[src/rtl/spi_pkg.sv]
// Shared definitions for the SPI memory transaction controller:
// default byte/address widths, the R/W encoding and the FSM state type.
package spi_pkg;

  localparam int   SPI_WIDTH   = 8;
  localparam int   SPI_ADDR_W  = SPI_WIDTH - 1;
  localparam logic SPI_RW_READ = 1'b1;

  typedef enum logic [2:0] {
    ST_IDLE         = 3'd0,
    ST_GET_ADDR     = 3'd1,
    ST_GOT_ADDR     = 3'd2,
    ST_READ_LOAD    = 3'd3,
    ST_READ_SHIFT   = 3'd4,
    ST_WRITE_SHIFT  = 3'd5,
    ST_WRITE_COMMIT = 3'd6,
    ST_DONE         = 3'd7
  } spi_state_e;

endpackage

[src/rtl/spi_bit_counter.sv]
// Saturating SCLK pulse counter shared by the address and data phases.
// last_o flags the pulse that completes a byte; done_o flags a full count.
module spi_bit_counter #(
  parameter int WIDTH = 8
) (
  input  logic clk,
  input  logic reset,
  input  logic clr_i,
  input  logic inc_i,
  output logic last_o,
  output logic done_o
);

  localparam int CNT_W = $clog2(WIDTH + 1);
  localparam logic [CNT_W-1:0] CNT_MAX  = CNT_W'(WIDTH);
  localparam logic [CNT_W-1:0] CNT_LAST = CNT_W'(WIDTH - 1);

  logic [CNT_W-1:0] count_q;
  logic [CNT_W-1:0] count_d;

  // Next count: clear has priority, increment stops at WIDTH.
  always_comb begin
    count_d = count_q;
    if (clr_i) begin
      count_d = {CNT_W{1'b0}};
    end else if (inc_i && (count_q != CNT_MAX)) begin
      count_d = count_q + CNT_W'(1);
    end else begin
      count_d = count_q;
    end
  end

  // Count register.
  always_ff @(posedge clk or posedge reset) begin
    if (reset) begin
      count_q <= {CNT_W{1'b0}};
    end else begin
      count_q <= count_d;
    end
  end

  assign last_o = (count_q == CNT_LAST);
  assign done_o = (count_q == CNT_MAX);

endmodule

[src/rtl/spi_control_fsm.sv]
// SPI memory transaction controller: address byte, R/W bit, then data byte(s).
// Define SPI_ADDR_AUTOINC_EN for burst mode (address auto-increment per data byte).
module spi_control_fsm
  import spi_pkg::*;
#(
  parameter int WIDTH  = SPI_WIDTH,
  parameter int ADDR_W = SPI_ADDR_W
) (
  input  logic              clk,
  input  logic              reset,
  input  logic              cs_n,
  input  logic              sclk_pos_edge,
  input  logic [WIDTH-1:0]  sr_pout,
  output logic              sr_load,
  output logic [ADDR_W-1:0] addr_out,
  output logic              dm_we,
  output logic              miso_buf_en,
  output logic              busy
);

  spi_state_e        state_q, state_d;
  logic [ADDR_W-1:0] addr_q, addr_d;
  logic              sr_load_q, dm_we_q, miso_buf_en_q, busy_q;
  logic              cnt_clr_s, cnt_inc_s, cnt_last_s, cnt_done_s;
  logic              phase_end_s;
`ifdef SPI_ADDR_AUTOINC_EN
  logic              rw_q, rw_d;
`endif

  spi_bit_counter #(
    .WIDTH (WIDTH)
  ) u_bit_counter (
    .clk    (clk),
    .reset  (reset),
    .clr_i  (cnt_clr_s),
    .inc_i  (cnt_inc_s),
    .last_o (cnt_last_s),
    .done_o (cnt_done_s)
  );

  // A phase ends on the pulse that completes the byte, not one clk later.
  assign phase_end_s = (sclk_pos_edge && cnt_last_s) || cnt_done_s;

  // Next-state, address latch and counter control.
  always_comb begin
    state_d   = state_q;
    addr_d    = addr_q;
    cnt_clr_s = 1'b0;
    cnt_inc_s = 1'b0;
`ifdef SPI_ADDR_AUTOINC_EN
    rw_d      = rw_q;
`endif
    if (cs_n) begin
      state_d   = ST_IDLE;
      cnt_clr_s = 1'b1;
    end else begin
      case (state_q)
        ST_IDLE: begin
          state_d   = ST_GET_ADDR;
          cnt_clr_s = 1'b1;
        end
        ST_GET_ADDR: begin
          cnt_inc_s = sclk_pos_edge;
          if (phase_end_s) begin
            state_d   = ST_GOT_ADDR;
            cnt_clr_s = 1'b1;
          end else begin
            state_d   = ST_GET_ADDR;
          end
        end
        ST_GOT_ADDR: begin
          addr_d    = sr_pout[WIDTH-1:1];
`ifdef SPI_ADDR_AUTOINC_EN
          rw_d      = sr_pout[0];
`endif
          cnt_clr_s = 1'b1;
          state_d   = (sr_pout[0] == SPI_RW_READ) ? ST_READ_LOAD : ST_WRITE_SHIFT;
        end
        ST_READ_LOAD: begin
          state_d   = ST_READ_SHIFT;
          cnt_clr_s = 1'b1;
        end
        ST_READ_SHIFT: begin
          cnt_inc_s = sclk_pos_edge;
          if (phase_end_s) begin
            state_d   = ST_DONE;
            cnt_clr_s = 1'b1;
          end else begin
            state_d   = ST_READ_SHIFT;
          end
        end
        ST_WRITE_SHIFT: begin
          cnt_inc_s = sclk_pos_edge;
          if (phase_end_s) begin
            state_d   = ST_WRITE_COMMIT;
            cnt_clr_s = 1'b1;
          end else begin
            state_d   = ST_WRITE_SHIFT;
          end
        end
        ST_WRITE_COMMIT: begin
          state_d   = ST_DONE;
          cnt_clr_s = 1'b1;
        end
        ST_DONE: begin
          cnt_clr_s = 1'b1;
`ifdef SPI_ADDR_AUTOINC_EN
          // Burst: DONE is a single step that advances to the next address.
          addr_d    = addr_q + ADDR_W'(1);
          state_d   = (rw_q == SPI_RW_READ) ? ST_READ_LOAD : ST_WRITE_SHIFT;
`else
          state_d   = ST_DONE;
`endif
        end
        default: begin
          state_d   = ST_IDLE;
          cnt_clr_s = 1'b1;
        end
      endcase
    end
  end

  // State, address and Moore outputs decoded from the next state so they align with state_q.
  always_ff @(posedge clk or posedge reset) begin
    if (reset) begin
      state_q       <= ST_IDLE;
      addr_q        <= {ADDR_W{1'b0}};
      sr_load_q     <= 1'b0;
      dm_we_q       <= 1'b0;
      miso_buf_en_q <= 1'b0;
      busy_q        <= 1'b0;
    end else begin
      state_q       <= state_d;
      addr_q        <= addr_d;
      sr_load_q     <= (state_d == ST_READ_LOAD);
      dm_we_q       <= (state_d == ST_WRITE_COMMIT);
      miso_buf_en_q <= (state_d == ST_READ_SHIFT);
      busy_q        <= (state_d != ST_IDLE);
    end
  end

`ifdef SPI_ADDR_AUTOINC_EN
  // Transfer direction held for the rest of the burst.
  always_ff @(posedge clk or posedge reset) begin
    if (reset) begin
      rw_q <= 1'b0;
    end else begin
      rw_q <= rw_d;
    end
  end
`endif

  assign sr_load     = sr_load_q;
  assign addr_out    = addr_q;
  assign dm_we       = dm_we_q;
  assign miso_buf_en = miso_buf_en_q;
  assign busy        = busy_q;

endmodule

[config.mk]
export PLATFORM = sky130hd
export DESIGN_NAME = spi_control_fsm
export DESIGN_NICKNAME = d
export VERILOG_FILES = /design/src/rtl/spi_pkg.sv /design/src/rtl/spi_bit_counter.sv /design/src/rtl/spi_control_fsm.sv
export SDC_FILE = /design/constraint.sdc
export NUM_CORES = 1
export LEC_CHECK = 0
export ABC_AREA = 1
export BUFFER_PORTS_ARGS = -buffer_cell sky130_fd_sc_hd__buf_2
export CAP_MARGIN = 5
export CORE_MARGIN = 2
export CORE_UTILIZATION = 54
export DETAILED_ROUTE_END_ITERATION = 10
export PLACE_DENSITY = 0.82
export SLEW_MARGIN = 30
export SYNTH_ARGS = -nofsm -noshare
export SYNTH_HDL_FRONTEND = slang
export SYNTH_SLANG_ARGS = --single-unit
[constraint.sdc]
create_clock -name clk -period 2.2 [get_ports clk]
set_input_delay 0.22 -clock clk [delete_from_list [all_inputs] [get_ports clk]]
set_output_delay 0.22 -clock clk [all_outputs]
set_load 0.01 [all_outputs]
==> results.env <==
RESULT_OF_THE_RUN='finished, violations left'
VIOLATIONS='hold timing'
WORSTPATHREQUIRED_PS=2430
R2R-END='u_bit_counter.count_q[0]$_DFFE_PP0P_'
TOTAL_SWITCHING_POWER_uW=140
SYNTH_AREA_SQ_UM=867
GRT_PASS1_WL_UM=2640
WORSTSKEWPAIRLATENCY_PS=300
CRIT_TYPE='reg2reg'
CLOCK_SINKS=18
DRV_SLEW=0
FF_LATCH_AREA_SQ_UM=450
PEAKVDDDROP_mV=0.386
CTSHOLDBUFFERS=0
REGTOREGSTARTPOINT='u_bit_counter.count_q[0]$_DFFE_PP0P_'
MULTI_INPUT_COMB_AREA_SQ_UM=368
GLOBALROUTEMET3UTIL_PCT=2.45
POWER.LEAKAGE_nW=0.610
POST_CTS.RESIZED_INSTANCES=0
FLOORPLAN.DIE_AREA_SQ_MM=0.00194
DIE_WIDTH_UM=44.1
WORST_SLACK_PS=726
SHARE_CLK_OF_TOTAL_POWER_PCT=34.3
FINAL_CELL_COUNT_NO_FILL=127
TOP_USAGE_LAYER='met2'
NETS=126
CRITICAL_PATH_BUF_INV_COUNT=1
SETUP-VIOLATIONS-FINAL=0
POST_CTS_BUFFERS=0
POST_SYNTH_MAIN_AREA_CONTRIBUTORS='dfrtp_1 (52%), mux2_4 (12%), nand2_1 (6.1%)'
POWERDENSITY_mW_PER_MM2=575
CRITICAL_PATH_ARRIVAL_PS=1700
YOSYSSEQAREASHARE_PCT=51.9
ROUTED_WL_UM=1550
ANTENNA_CELLS_INSERTED=0
MAPPEDNETLISTNETS=99
CELL_TYPE_GROUP_WITH_THE_LARGEST_TOTAL_DELAY_ON_THE_CRITICAL_PATH='simple AND/OR/NAND/NOR gates'
COMB_POWER_SHARE_PCT=8.8
END_KIND='flip-flop'
USE_MET1_PCT=24.6
STARTPOINT_TYPE='flip-flop'
GLOBALROUTEMET2UTIL_PCT=30.0
WORST_SLEW_MARGIN_REL_PCT=55.5
DIE-HEIGHT_UM=44.1
CTS-HTREE-LEVELS=1
TIMING.CRITICAL_PATH.SLOWEST_CELL_DELAY_PS=410
TRITONCTS='done'
UNREPAIRED_SETUP_ENDPOINTS_AFTER_GLOBAL_ROUTING='false'
DETAILROUTE.VIA_COUNT=672
DRT_FIRST_PASS_ITERS=4
CRITICAL_PATH_PEAK_FANOUT=4
INTERNAL-POWER_uW=455
CTS.REPORTEDPATHS.CLKPINSLEW_PS=110
CRITPATHMOSTFREQUENTCELL='nand2_1'
POSTSYNTHREGISTERBITS=18
FINALWORSTPATHREQUIREDPERIOD_PS=1470
CTS_ROOT_BUFFER='clkbuf_4'
TRITONCTS.NUM_BUFFERS=3
CTS_MAX_PATH_BUFFERS=2
HOLD_WS_PS=-0.482
IO-PIN-COUNT=23
GRT_ANTENNA_BEFORE_REPAIR=0
PLACEMENT_ROWS=14
VIAS_PER_CELL=5.29
PERIOD_SHARE_PCT=67.0
SYNTH.AVG_CELL_AREA_SQ_UM=10.2
ROUTE.DETAILED.WL_PER_INST_UM=12.2
CP_SLOWEST_CELL='dfrtp_1'
SYNTHDOMINANTCELLAREASHARE_PCT=51.9
CORE_AREA_SQ_MM=0.00151
POST-PLACE-CELLS=123
REMAINING_DRC_ERRORS=0
ROUTABILITYCONGESTION=0.925
TIGHTESTPINTRANSITION_PS=667
FIN_SKEW_PS=7.71
CRIT_PATH_CELLS='ha_1, nand2_1, inv_1, nand2_1, nand2_1, nor3_2, o21ai_1, a21oi_1'
POST_SYNTH_NUM_CELL_TYPES=20
GRT_USE_TOTAL_PCT=18.5
FIRST_GLOBAL_VIAS=634
GRT_OVERFLOW=0
UTILIZATION_PCT=68.6
DRT.ANTENNA.VIOLATING_NETS=0
HOLD_PATH.CLASS='in2async'
SW_FRAC_OF_TOTAL_PCT=23.5
POST-SYNTH-TOP-AREA-CELL='dfrtp_1'
GRT_START_MAX_NET_PINS=19
FILL_CELLS=120
PLACE.PORT_BUFFERS=22
TIMING.CRITICAL_PATH.FROM='u_bit_counter.count_q[0]$_DFFE_PP0P_'
SEQ_POWER_SHARE_PCT=57.0
RRSETUPSLACK_PS=730
FMAXACHIEVABLE_MHz=678
INITIAL_CORE_UTIL_PCT=57.6
TNS_PS=0
WORST_R2R_PATH_DEPTH=8
DETAILEDPLACE.WORSTSLACK_PS=766
YOSYSWARNINGCOUNT=0
NUMBER_OF_STANDARD_CELLS_AFTER_SYNTHESIS=85
SYNTHTOLAYOUTAREAGROWTH_PCT=19.2
POST_ROUTE_CELLS_DRIVE_ABOVE_1_SHARE_PCT=40.5
TIMING_HOLD_VIOLATIONS_FINAL=2
DRT-INITIAL-DRC-COUNT=15
MAXCAPVIOLATIONS=0
DETAILED_PLACE_HPWL_UM=1170
-- cell usage after synthesis --
master	instances
ha_1	2
nor2_2	1
o21bai_1	1
o21ai_0	1
o21ai_1	3
nor2_1	5
a21oi_2	1
mux2_4	7
nand3_2	2
inv_1	7
nor3_2	2
a21oi_1	3
nand3_1	9
nand2_4	1
inv_2	5
clkinv_1	1
and3_1	1
nand4_1	1
dfrtp_1	18
nand2_1	14
-- worst max-delay path by stage --
stage,end,slack [ps],cells past startpoint
finish,u_bit_counter.count_q[0]$_DFFE_PP0P_,730,8
global route,u_bit_counter.count_q[0]$_DFFE_PP0P_,600,8
CTS,u_bit_counter.count_q[0]$_DFFE_PP0P_,730,8
detailed placement,dm_we$_DFF_PP0_,770,10
global placement,miso_buf_en$_DFF_PP0_,810,9
floorplan,u_bit_counter.count_q[0]$_DFFE_PP0P_,930,8
-- metrics by stage --
| step | total power, mW | hold WS (ps) | instance area, sq um |
|---|---|---|---|
| floorplan | 0.379 | 159 | 867 |
| global placement | 0.397 | 337 | 997 |
| detailed placement | 0.398 | 351 | 997 |
| CTS | 0.599 | 24.8 | 1030 |
| global route | 0.616 | 62.1 | 1030 |
| finish | 0.595 | -0.482 | 1030 |
-- cell usage in the layout, fill, tap and decap left out --
master	n
nand2_1	14
and3_1	1
nand4_1	1
a21oi_2	1
buf_2	22
clkbuf_8	1
nand3_2	2
o21ai_1	3
nor2_1	5
clkinv_1	1
mux2_4	7
nor3_2	2
inv_2	5
inv_1	7
clkbuf_4	3
nor2_2	1
o21bai_1	1
nand2_4	1
nand3_1	9
o21ai_0	1
ha_1	2
dfrtp_1	18
a21oi_1	3
-- per-layer routing --
| layer | routed length, um | part of all wire [%] | vias up |
|---|---|---|---|
| met5 | 0 | 0 | - |
| met4 | 24 | 1.6 | 0 |
| met3 | 38 | 2.5 | 4 |
| met2 | 821 | 53 | 13 |
| met1 | 661 | 43 | 321 |
| li1 | - | - | 334 |
-- flip-flops by register name (all words and copies together), names as in the netlist --
register / flops
addr_out: 7
busy: 1
dm_we: 1
miso_buf_en: 1
sr_load: 1
state_q: 3
u_bit_counter.count_q: 4
-- kinds of logic (layout without fill, tap and decap cells) --
group	count (synthesis)	count (layout)	share of synthesized area, %
AOI/OAI and AO/OA	9	9	5.92
DFF	18	18	51.9
buffers and inverters	13	39	5.63
and+or+nand+nor	36	36	21.5
muxes	7	7	12.1
adders and majority gates	2	2	2.89
-- area by class of cell --
cell class                 count  share of cell area, %
multi-input combinational     54                   35.6
inverter                      13                   4.72
tap                           16                   1.94
clock buffer                   4                   3.51
sequential                    18                   43.6
timing repair buffer          22                   10.7
-- power groups by stage --
| stage | Clock (mW) | Combinational, mW | Sequential (mW) |
|---|---|---|---|
| floorplan | 0 | 0.0338 | 0.345 |
| global placement | 0 | 0.0516 | 0.345 |
| detailed placement | 0 | 0.0526 | 0.345 |
| CTS | 0.207 | 0.0528 | 0.339 |
| global route | 0.216 | 0.0603 | 0.339 |
| finish | 0.204 | 0.0520 | 0.339 |
Note: power is estimated with default switching activity, not from simulation.
